**config.mk**
```make
export PLATFORM = sky130hd
export DESIGN_NAME = pipelined_addsub
export DESIGN_NICKNAME = d
export VERILOG_FILES = /design/src/rtl/pipelined_addsub.sv
export SDC_FILE = /design/constraint.sdc
export NUM_CORES = 1
export LEC_CHECK = 0
export BUFFER_PORTS_ARGS = -buffer_cell sky130_fd_sc_hd__buf_2
export CORE_MARGIN = 8
export CORE_UTILIZATION = 60
export CTS_CLUSTER_SIZE = 14
export DETAILED_ROUTE_END_ITERATION = 8
export MAX_ROUTING_LAYER = met4
export PLACE_DENSITY_LB_ADDON = 0.1
export SKIP_CTS_REPAIR_TIMING = 1
export SLEW_MARGIN = 20
export SYNTH_ARGS = -nofsm -noshare
export SYNTH_HDL_FRONTEND = slang
export SYNTH_SLANG_ARGS = --single-unit
```
**constraint.sdc**
```tcl
create_clock -name clk -period 8.45 [get_ports clk]
set_clock_uncertainty 0.05 [all_clocks]
set_input_delay 2.1125 -clock clk [delete_from_list [all_inputs] [get_ports clk]]
set_output_delay 2.1125 -clock clk [all_outputs]
set_load 0.02 [all_outputs]
```
**src/rtl/pipelined_addsub.sv**
```systemverilog
// Slice-pipelined adder/subtractor: stage k adds one WIDTH/STAGES-bit slice and forwards the carry.
// Define PIPELINED_ADDSUB_SAT_EN to clamp the result to the signed limit on overflow.
module pipelined_addsub #(
  parameter int unsigned WIDTH  = 16,
  parameter int unsigned STAGES = 4
) (
  input  logic             clk,
  input  logic             rst,
  input  logic             in_valid,
  output logic             in_ready,
  input  logic [WIDTH-1:0] a,
  input  logic [WIDTH-1:0] b,
  input  logic             cin,
  input  logic             sub,
  output logic             out_valid,
  input  logic             out_ready,
  output logic [WIDTH-1:0] sum,
  output logic             cout,
  output logic             ovf
);

  localparam int unsigned SL = WIDTH / STAGES;

  logic en;

  for (genvar k = 0; k < STAGES; k++) begin : g_stage
    localparam int unsigned LO = k * SL;       // lowest bit of this stage's slice
    localparam int unsigned RW = WIDTH - LO;   // operand bits not yet consumed

    logic [RW-1:0]    a_in, b_in;
    logic             c_in, v_in;
    logic [SL:0]      slice;
    logic [LO+SL-1:0] r_d;
    logic             c_q, v_q;

    if (k == 0) begin : g_src
      always_comb begin
        a_in = a;
        b_in = sub ? ~b : b;
        c_in = cin;
        v_in = in_valid;
        r_d  = slice[SL-1:0];
      end
    end else begin : g_src
      always_comb begin
        a_in = g_stage[k-1].g_fwd.a_q;
        b_in = g_stage[k-1].g_fwd.b_q;
        c_in = g_stage[k-1].c_q;
        v_in = g_stage[k-1].v_q;
        r_d  = {slice[SL-1:0], g_stage[k-1].g_fwd.r_q};
      end
    end

    always_comb begin
      slice = {1'b0, a_in[SL-1:0]} + {1'b0, b_in[SL-1:0]} + (SL+1)'(c_in);
    end

    always_ff @(posedge clk or posedge rst) begin
      if (rst) begin
        v_q <= 1'b0;
        c_q <= 1'b0;
      end else if (en) begin
        v_q <= v_in;
        c_q <= slice[SL];
      end
    end

    if (k < STAGES - 1) begin : g_fwd
      logic [RW-SL-1:0] a_q, b_q;
      logic [LO+SL-1:0] r_q;

      always_ff @(posedge clk or posedge rst) begin
        if (rst) begin
          a_q <= '0;
          b_q <= '0;
          r_q <= '0;
        end else if (en) begin
          a_q <= a_in[RW-1:SL];
          b_q <= b_in[RW-1:SL];
          r_q <= r_d;
        end
      end
    end else begin : g_out
      logic             ovf_d, ovf_q;
      logic [WIDTH-1:0] sum_d, sum_q;

      // Carry into the MSB is recovered from the MSB's operand and sum bits.
      always_comb begin
        ovf_d = a_in[SL-1] ^ b_in[SL-1] ^ slice[SL-1] ^ slice[SL];
        sum_d = r_d;
`ifdef PIPELINED_ADDSUB_SAT_EN
        if (ovf_d) begin
          sum_d = slice[SL] ? {1'b1, {(WIDTH-1){1'b0}}} : {1'b0, {(WIDTH-1){1'b1}}};
        end
`endif
      end

      always_ff @(posedge clk or posedge rst) begin
        if (rst) begin
          sum_q <= '0;
          ovf_q <= 1'b0;
        end else if (en) begin
          sum_q <= sum_d;
          ovf_q <= ovf_d;
        end
      end
    end
  end

  always_comb begin
    out_valid = g_stage[STAGES-1].v_q;
    en        = !out_valid || out_ready;
    in_ready  = en;
    sum       = g_stage[STAGES-1].g_out.sum_q;
    cout      = g_stage[STAGES-1].c_q;
    ovf       = g_stage[STAGES-1].g_out.ovf_q;
  end

endmodule

```
==> results of run 1 <==
registers in the layout (all words and copies together) (netlist names):
signal,cells
g_stage.g_fwd.a_q,24
sum,16
g_stage.g_fwd.b_q,24
cout,1
g_stage.g_fwd.r_q,24
ovf,1
g_stage.c_q,3
out_valid,1
g_stage.v_q,3
cell type report:
class	instances	area [um2]	area share, %
clock buffer	10	138	2.89
clock inverter	6	41.3	0.866
inverter	10	42.5	0.893
multi-input combinational	326	1680	35.2
sequential	97	2430	50.9
tap	96	120	2.52
timing repair buffer	60	320	6.72
cell usage in the layout, fill, tap and decap left out:
| master | netlist | routed |
|---|---|---|
| nor2_1 | 9 | 9 |
| inv_1 | 9 | 8 |
| inv_6 | 0 | 1 |
| a21oi_2 | 2 | 2 |
| nor2b_4 | 0 | 1 |
| inv_4 | 1 | 2 |
| a21o_1 | 5 | 5 |
| ha_1 | 12 | 12 |
| nor2b_1 | 2 | 2 |
| xnor2_1 | 17 | 17 |
| clkinv_2 | 0 | 2 |
| buf_12 | 0 | 1 |
| buf_2 | 15 | 57 |
| o21ai_0 | 23 | 23 |
| nor3_2 | 1 | 1 |
| clkinvlp_4 | 0 | 3 |
| xor2_1 | 6 | 6 |
| nand2_1 | 225 | 225 |
| dfrtp_1 | 97 | 97 |
| nand2b_1 | 1 | 1 |
| nor4b_1 | 1 | 1 |
| buf_4 | 4 | 2 |
| o21ai_1 | 1 | 1 |
| clkbuf_8 | 0 | 10 |
| a21oi_1 | 12 | 12 |
| fa_1 | 8 | 8 |
worst max-delay path: cells and delay by family:
kind	cells	cell delay, ps
buf+inv	3	970
simple gates	1	40
through the flow:
stage / util, % / total power [mW] / hold WS (ps) / instance area, um2 / setup WS (ps)
CTS: 69.5 / 1.70 / 420 / 4750 / 3120
global route: 69.8 / 1.83 / 436 / 4770 / 3030
global placement: 66.8 / 1.40 / 394 / 4570 / 3130
finish: 69.8 / 1.68 / 414 / 4770 / 3110
floorplan: - / 1.27 / 380 / 4270 / 3730
detailed placement: 66.8 / 1.43 / 401 / 4570 / 3110
final timing paths:
kind                           startpoint                       to  slack, ps
min                                sum[0]                   sum[0]        410
min in group asynchronous             rst  g_stage[0].g_fwd.a_q[5]       1620
max                             out_ready                 in_ready       3110
max in group asynchronous             rst  g_stage[2].g_fwd.b_q[3]       5700
max reg2reg                g_stage[2].c_q                      ovf       6360
min reg2reg                        sum[0]                   sum[0]        410
logic make-up (layout without fill, tap and decap cells):
logic type      count (synthesis)  count (layout)  share of synthesized area (%)
fa+ha+maj                      20              20                           7.26
buf+inv                        33              86                           4.10
xor+xnor                       23              23                           4.71
compound gates                 43              43                           5.50
flops                          97              97                           56.8
simple gates                  240             240                           21.6
metal layers:
| layer | vias to the layer above | wire, um |
|---|---|---|
| met5 | - | 0 |
| li1 | 1509 | - |
| met2 | 58 | 3210 |
| met3 | 6 | 281 |
| met4 | 0 | 76 |
| met1 | 1352 | 3730 |
power groups by stage:
stage	clock (mW)	sequential, mW	combinational, mW
6_report	0.271	0.784	0.629
5_1_grt	0.296	0.813	0.717
4_1_cts	0.280	0.786	0.637
3_5_place_dp	0	0.794	0.634
3_3_place_gp	0	0.786	0.612
2_1_floorplan	0	0.826	0.446
==> results.sh, run 1 <==
export IMPL_cpMostUsedCell="buf_2"
export IMPL_p_int_mw=1.04
export IMPL_die_width_um=100
export IMPL_die_area_um2=10100
export IMPL_drcViolationCount=0
export IMPL_synth_top_area_share_pct=56.8
export IMPL_status="complete, no violations"
export IMPL_wirelength_mm=7.30
export IMPL_grt_pass1_vias=2923
export IMPL_p_leak_nw=2.51
export IMPL_ir_drop_v=0.000275
export IMPL_worst_setup_path_type="primary input to primary output"
export IMPL_critPathSlowestCell="inv_4"
export IMPL_synth_warnings=0
export IMPL_ys_flop_type="dfrtp_1"
export IMPL_core_um2=6830
export IMPL_vias=2925
export IMPL_rows=30
export IMPL_area_growth_syn_to_layout_pct=11.5
export IMPL_yosysTopAreaCell="dfrtp_1"
export IMPL_worstPathMaxFanout=89
export IMPL_fin_setup_tns_ps=0
export IMPL_grtUsageMet3_pct=4.57
export IMPL_clk_latency_ps=360
export IMPL_dp_hpwl_mm=4.76
export IMPL_power_share_clock_pct=16.1
export IMPL_synth_edf_count=0
export IMPL_slowest_delay_ps=570
export IMPL_grt_max_degree=107
export IMPL_drtIter0Drc=139
export IMPL_instances_no_fill=605
export IMPL_power_frac_seq_pct=46.5
export IMPL_synthCells=456
export IMPL_rsz0062_at_grt="no"
export IMPL_netSwitchingPower_mw=0.649
export IMPL_drv_slew=0
export IMPL_drive_gt1_share_pct=16.1
export IMPL_syn_nets=514
export IMPL_port_buffers=57
export IMPL_yosysMostFrequentCell="nand2_1"
export IMPL_detail_route_antenna_nets=0
export IMPL_top_usage_layer="met2"
export IMPL_switching_share_pct=38.5
export IMPL_grt_overflow_total=0
export IMPL_use_met1_pct=20.7
export IMPL_cp_start_kind="primary input"
export IMPL_wl_per_cell_um=12.1
export IMPL_worstHoldPathType="flop to flop"
export IMPL_min_path_cells=2
export IMPL_reg2reg_depth=6
export IMPL_n_antenna_cell=0
export IMPL_numCtsBuffers=9
export IMPL_synth_common_cells="225 x nand2_1, 97 x dfrtp_1, 23 x o21ai_0"
export IMPL_path_clk_slew_ps=90
export IMPL_tightest_slew_ps=973
export IMPL_slew_headroom_pct=35.1
export IMPL_start_util_pct=62.6
export IMPL_cts_root_buf="clkbuf_8"
export IMPL_fmax_mhz=187
export IMPL_endpoint_kind="primary output"
export IMPL_yosysSeqAreaShare_pct=56.8
export IMPL_maxCapViolations=0
export IMPL_syn_cell_area_um2=4270
export IMPL_synth_seq_cells=97
export IMPL_min_period_over_period_pct=63.1
export IMPL_synth_distinct_cells=23
export IMPL_hold_viol_final=0
export IMPL_clock_path_buffers=2
export IMPL_vias_per_cell=4.83
export IMPL_htreeDepth=3
export IMPL_cts_tree="done"
export IMPL_worstPathCellList="buf_2, nor2b_4, inv_4, buf_2"
export IMPL_dieHeight_um=100
export IMPL_clock_sinks=97
export IMPL_postSynth_asyncResetShare_pct=100
export IMPL_setup_viol=0
export IMPL_place_congestion=0.733
export IMPL_period_minus_slack_ps=5340
export IMPL_num_io_pins=58
export IMPL_nets=562
export IMPL_grt_pass1_wl_mm=12.8
export IMPL_grtUsageTotal_pct=16.2
export IMPL_grt_util_met2_pct=24.7
export IMPL_drtPass1Iterations=4
export IMPL_nFillCells=570
export IMPL_synth_area_leaders="dfrtp_1 57%, nand2_1 20%, fa_1 3.7%, ha_1 3.5%, xnor2_1 3.5%"
export IMPL_antenna_found_initial=0
export IMPL_cp_data_arrival_time_ps=3170
export IMPL_worstPathRequired_ps=6290
export IMPL_synth_avg_cell_area_um2=9.37
export IMPL_power_density_nw_per_um2=353
export IMPL_dpl_cell_count=588
export IMPL_pwr_share_comb_pct=37.4
(Power assumes the default switching activity.)
==> run 2: changes to the inputs <==
- ABC_AREA: unset -> 1
- CORE_UTILIZATION: 60 -> 57
- clock period: 8.45 -> 5.5 ns (I/O delays scaled with it)
==> results.sh, run 2 <==
export IMPL_status="complete, no violations"
export IMPL_cp_start_kind="primary input"
export IMPL_worst_setup_path_type="primary input to primary output"
export IMPL_drcViolationCount=0
export IMPL_clk_latency_ps=360
export IMPL_place_ws_ps=1930
export IMPL_wl_per_cell_um=12.3
export IMPL_antenna_found_initial=0
export IMPL_numCtsBuffers=9
export IMPL_postSynth_asyncResetShare_pct=100
export IMPL_synth_distinct_cells=20
export IMPL_rsz0062_at_grt="no"
export IMPL_rr_startpoint="out_valid"
export IMPL_clock_sinks=97
export IMPL_die_area_um2=10600
export IMPL_r2r_slack_ps=3490
export IMPL_syn_cell_area_um2=4330
export IMPL_synth_seq_cells=97
export IMPL_maxCapViolations=0
export IMPL_syn_nets=534
export IMPL_synth_top_area_share_pct=56.0
export IMPL_rows=31
export IMPL_yosysSeqAreaShare_pct=56.0
export IMPL_instances_no_fill=629
export IMPL_dp_hpwl_mm=5.16
export IMPL_drv_slew=0
export IMPL_slew_headroom_pct=45.8
export IMPL_reg2reg_depth=4
export IMPL_cts_tree="done"
export IMPL_nets=583
export IMPL_synth_area_leaders="dfrtp_1 56%, nand2_1 17%, o21ai_0 5.9%, fa_1 3.7%, ha_1 3.5%"
export IMPL_period_minus_slack_ps=3560
export IMPL_min_period_over_period_pct=64.7
export IMPL_yosysTopAreaCell="dfrtp_1"
export IMPL_ir_drop_v=0.000240
export IMPL_layout_common_cells="200 x nand2_1, 97 x dfrtp_1, 57 x buf_2"
export IMPL_dpl_cell_count=613
export IMPL_hold_viol_final=0
export IMPL_n_antenna_cell=0
export IMPL_grt_max_degree=94
export IMPL_fin_util_pct=66.4
export IMPL_drtIter0Drc=116
export IMPL_path_clk_slew_ps=90
export IMPL_grt_pass1_vias=3093
export IMPL_setup_ws_ps=1940
export IMPL_endpoint="in_ready"
export IMPL_dieHeight_um=103
export IMPL_fin_setup_tns_ps=0
export IMPL_cts_root_buf="clkbuf_8"
export IMPL_ys_flop_type="dfrtp_1"
export IMPL_core_um2=7290
export IMPL_power_total_mw=2.67
export IMPL_top_regs="g_stage.g_fwd.a_q: 24 flops, g_stage.g_fwd.b_q: 24 flops, g_stage.g_fwd.r_q: 24 flops"
export IMPL_endpoint_kind="primary output"
export IMPL_port_buffers=57
export IMPL_grtUsageTotal_pct=16.9
export IMPL_use_met1_pct=22.3
export IMPL_synth_edf_count=0
export IMPL_fmax_mhz=281
export IMPL_area_growth_syn_to_layout_pct=11.8
export IMPL_drtPass1Iterations=4
export IMPL_cp_data_arrival_time_ps=2130
export IMPL_htreeDepth=3
export IMPL_synth_warnings=0
export IMPL_num_io_pins=58
export IMPL_worstPathMaxFanout=21
export IMPL_synth_avg_cell_area_um2=9.10
export IMPL_die_width_um=103
export IMPL_start_util_pct=59.4
export IMPL_place_congestion=0.777
export IMPL_synth_common_cells="200 x nand2_1, 97 x dfrtp_1, 51 x o21ai_0"
export IMPL_drive_gt1_share_pct=14.9
export IMPL_min_path_cells=2
export IMPL_clock_path_buffers=2
export IMPL_grt_pass1_wl_mm=13.7
export IMPL_synthCells=476
export IMPL_power_density_nw_per_um2=551
export IMPL_crit_start="out_ready"
export IMPL_reg2reg_to="g_stage[1].v_q"
export IMPL_tightest_slew_ps=812
export IMPL_wirelength_mm=7.72
export IMPL_detail_route_antenna_nets=0
export IMPL_worstPathRequired_ps=4070
export IMPL_grtUsageMet3_pct=2.68
export IMPL_grt_overflow_total=0
export IMPL_worstHoldPathType="flop to flop"
export IMPL_vias_per_cell=4.82
export IMPL_layout_commonest_cell="nand2_1"
export IMPL_grt_util_met2_pct=25.3
export IMPL_p_leak_nw=2.55
export IMPL_setup_viol=0
export IMPL_top_usage_layer="met2"
export IMPL_yosysMostFrequentCell="nand2_1"
export IMPL_vias=3030
[run 2: layout make-up]
cell class              count  area, um2
clock buffers              10        128
clock inverters             6       91.3
fillers                   638       2450
inverters                  33        126
multi-input cells         324       1640
flip-flops and latches     97       2430
well taps                  99        124
repair buffers             60        308
[run 2: how the worst min path moves through the flow]
stage	startpoint	to	slack, ps
3_5_place_dp	g_stage[0].g_fwd.b_q[8]	g_stage[1].g_fwd.b_q[4]	400
6_report	g_stage[0].g_fwd.r_q[0]	g_stage[1].g_fwd.r_q[0]	420
3_3_place_gp	g_stage[2].g_fwd.r_q[1]	sum[1]	400
4_1_cts	g_stage[1].g_fwd.b_q[4]	g_stage[2].g_fwd.b_q[0]	420
2_1_floorplan	g_stage[2].v_q	out_valid	390
5_1_grt	g_stage[0].g_fwd.b_q[9]	g_stage[1].g_fwd.b_q[5]	450
[run 2: worst max-delay path, cell delays in order]
cell,delay [ps]
buf_2,110
nor2_4,400
inv_2,70
buf_2,170
[run 2: stage by stage]
| stage | instance area, um2 | hold WS [ps] |
|---|---|---|
| global placement | 4620 | 401 |
| CTS | 4840 | 423 |
| detailed placement | 4620 | 402 |
| floorplan | 4330 | 390 |
| finish | 4840 | 422 |
| global route | 4840 | 452 |
[run 2: report_power, final]
group	internal (mW)	total (mW)	leakage (nW)	switching [mW]
Combinational	0.360	0.973	1.26	0.613
Clock	0.259	0.501	0.111	0.242
Sequential	1.03	1.20	1.17	0.168
Total	1.65	2.67	2.55	1.02
[run 2: per-layer routing]
layer  vias up  part of all wire, %  wire, um
li1       1574                    -         -
met1      1380                   53      4060
met2        65                   42      3200
met3        11                  3.9       302
met4         0                  1.9       149
met5         -                    0         0
[run 2: logic make-up after synthesis]
logic type      Yosys count  synth area share (%)
simple gates            230                  20.7
flops                    97                  56.0
compound gates           58                  6.73
buf+inv                  55                  6.15
fa+ha+maj                20                  7.16
xor+xnor                 16                  3.23
==> run 3: changes to the inputs <==
- clock period: 5.5 -> 3.3 ns (I/O delays scaled with it)
==> results.sh, run 3 (same netlist as run 2, synthesis figures left out) <==
export IMPL_status="complete, no violations"
export IMPL_ir_drop_v=0.000726
export IMPL_layout_commonest_cell="nand2_1"
export IMPL_drive_gt1_share_pct=15.3
export IMPL_port_buffers=57
export IMPL_rows=31
export IMPL_vias_per_cell=4.87
export IMPL_worstPathMaxFanout=16
export IMPL_clock_sinks=97
export IMPL_grt_pass1_wl_mm=14.2
export IMPL_die_width_um=103
export IMPL_hold_viol_final=0
export IMPL_clk_latency_ps=360
export IMPL_power_total_mw=4.35
export IMPL_layout_common_cells="200 x nand2_1, 97 x dfrtp_1, 57 x buf_2"
export IMPL_drv_slew=0
export IMPL_nets=584
export IMPL_fmax_mhz=452
export IMPL_drtPass1Iterations=4
export IMPL_top_layer="met4"
export IMPL_fin_setup_tns_ps=0
export IMPL_multiInputGateArea_um2=1640
export IMPL_cp_start_kind="primary input"
export IMPL_routed_wl_met2_mm=3.37
export IMPL_rsz0062_at_grt="no"
export IMPL_start_util_pct=59.4
export IMPL_tightest_slew_ps=990
export IMPL_worstHoldPathType="flop to flop"
export IMPL_critPathTopFamily="adder cells"
export IMPL_area_growth_syn_to_layout_pct=11.4
export IMPL_vias=3069
export IMPL_slowest_delay_ps=420
export IMPL_dp_hpwl_mm=5.31
export IMPL_n_antenna_cell=0
export IMPL_place_congestion=0.805
export IMPL_regArea_um2=2430
export IMPL_worstPathCellList="buf_2, xnor2_1, fa_1, inv_1, fa_1, nand2_1, o21ai_0"
export IMPL_wl_per_cell_um=12.5
export IMPL_p_leak_nw=2.52
export IMPL_pwr_share_comb_pct=38.1
export IMPL_endpoint_kind="flop"
export IMPL_power_share_clock_pct=16.1
export IMPL_place_ws_ps=706
export IMPL_critPathSlowestCell="fa_1"
export IMPL_period_minus_slack_ps=2210
export IMPL_drtIter0Drc=137
export IMPL_worstPathRequired_ps=3460
export IMPL_drcViolationCount=0
export IMPL_maxCapViolations=0
export IMPL_p_int_mw=2.60
export IMPL_slew_headroom_pct=34.0
export IMPL_cts_root_buf="clkbuf_8"
export IMPL_hold_worst_slack_ps=424
export IMPL_setup_ws_ps=1090
export IMPL_core_um2=7290
export IMPL_grtUsageTotal_pct=17.5
export IMPL_power_frac_seq_pct=45.9
export IMPL_power_density_nw_per_um2=900
export IMPL_grt_overflow_total=0
export IMPL_cts_tree="done"
export IMPL_path_clk_slew_ps=90
export IMPL_worst_path_buf_inv=2
export IMPL_cp_data_arrival_time_ps=2380
export IMPL_nFillCells=643
export IMPL_wl_met3_um=327
export IMPL_grt_max_degree=113
export IMPL_cpMostUsedCell="fa_1"
export IMPL_antenna_found_initial=0
export IMPL_numCtsBuffers=9
export IMPL_grt_pass1_vias=3193
export IMPL_worst_setup_path_type="primary input to flop"
export IMPL_wirelength_mm=7.89
export IMPL_netSwitchingPower_mw=1.74
export IMPL_switching_share_pct=40.1
export IMPL_setup_viol=0
export IMPL_min_period_over_period_pct=67.0
export IMPL_clock_path_buffers=2
export IMPL_detail_route_antenna_nets=0
export IMPL_num_io_pins=58
export IMPL_top_regs="g_stage.g_fwd.a_q: 24 flops, g_stage.g_fwd.b_q: 24 flops, g_stage.g_fwd.r_q: 24 flops"
export IMPL_htreeDepth=3
export IMPL_die_area_um2=10600
export IMPL_dieHeight_um=103
export IMPL_met1_length_mm=4.05
## run 3: changes by cell type in the layout (fill, tap and decap cells not counted)
| cell | delta |
|---|---|
| clkinvlp_4 | +5 |
| clkinv_2 | -1 |
| clkbuf_1 | -1 |
| buf_12 | +1 |
| inv_4 | -1 |
| bufinv_16 | -2 |
## run 3: tightest hold or removal path, cell delays in order (launching register included)
cell,delay [ps]
dfrtp_1,350
nand2_1,50
nand2_1,40
## run 3: power by group through the flow
stage / logic [mW] / clock network, mW / registers (mW)
floorplan: 1.15 / 0 / 2.10
global placement: 1.60 / 0 / 2.01
detailed placement: 1.67 / 0 / 2.01
CTS: 1.68 / 0.719 / 2.00
global route: 1.96 / 0.765 / 2.07
finish: 1.65 / 0.699 / 1.99
## run 3: area by class of cell
cell class / instances / area share [%]
Sequential cell: 97 / 50.3
Multi-Input combinational cell: 324 / 34.0
Timing Repair Buffer: 61 / 6.79
Inverter: 33 / 2.64
Clock buffer: 9 / 2.57
Tap cell: 99 / 2.57
Clock inverter: 7 / 1.17
## run 3: through the flow
step / util [%] / instance area [um2] / cells
floorplan: - / 4340 / 476
global placement: 63.7 / 4650 / 614
detailed placement: 63.7 / 4650 / 614
CTS: 66.2 / 4830 / 630
global route: 66.2 / 4830 / 630
finish: 66.2 / 4830 / 630
## run 3: path summary, 6_finish.rpt
path	startpoint	endpoint	slack [ps]	depth (start not counted)
setup / recovery	sub	g_stage[0].g_fwd.r_q[1]	1090	7
max in group asynchronous	rst	g_stage[0].g_fwd.b_q[10]	2000	3
hold / removal	g_stage[2].g_fwd.r_q[6]	sum[6]	420	2
setup reg to reg	g_stage[2].c_q	ovf	1370	8
min in group asynchronous	rst	sum[7]	500	2
hold reg to reg	g_stage[2].g_fwd.r_q[6]	sum[6]	420	2
## run 3: metal layers
layer | vias to the layer above | global-route usage [%]
met5 | - | -
met4 | 0 | 7.23
met3 | 13 | 3.01
met2 | 57 | 25.7
met1 | 1426 | 23.7
li1 | 1573 | -
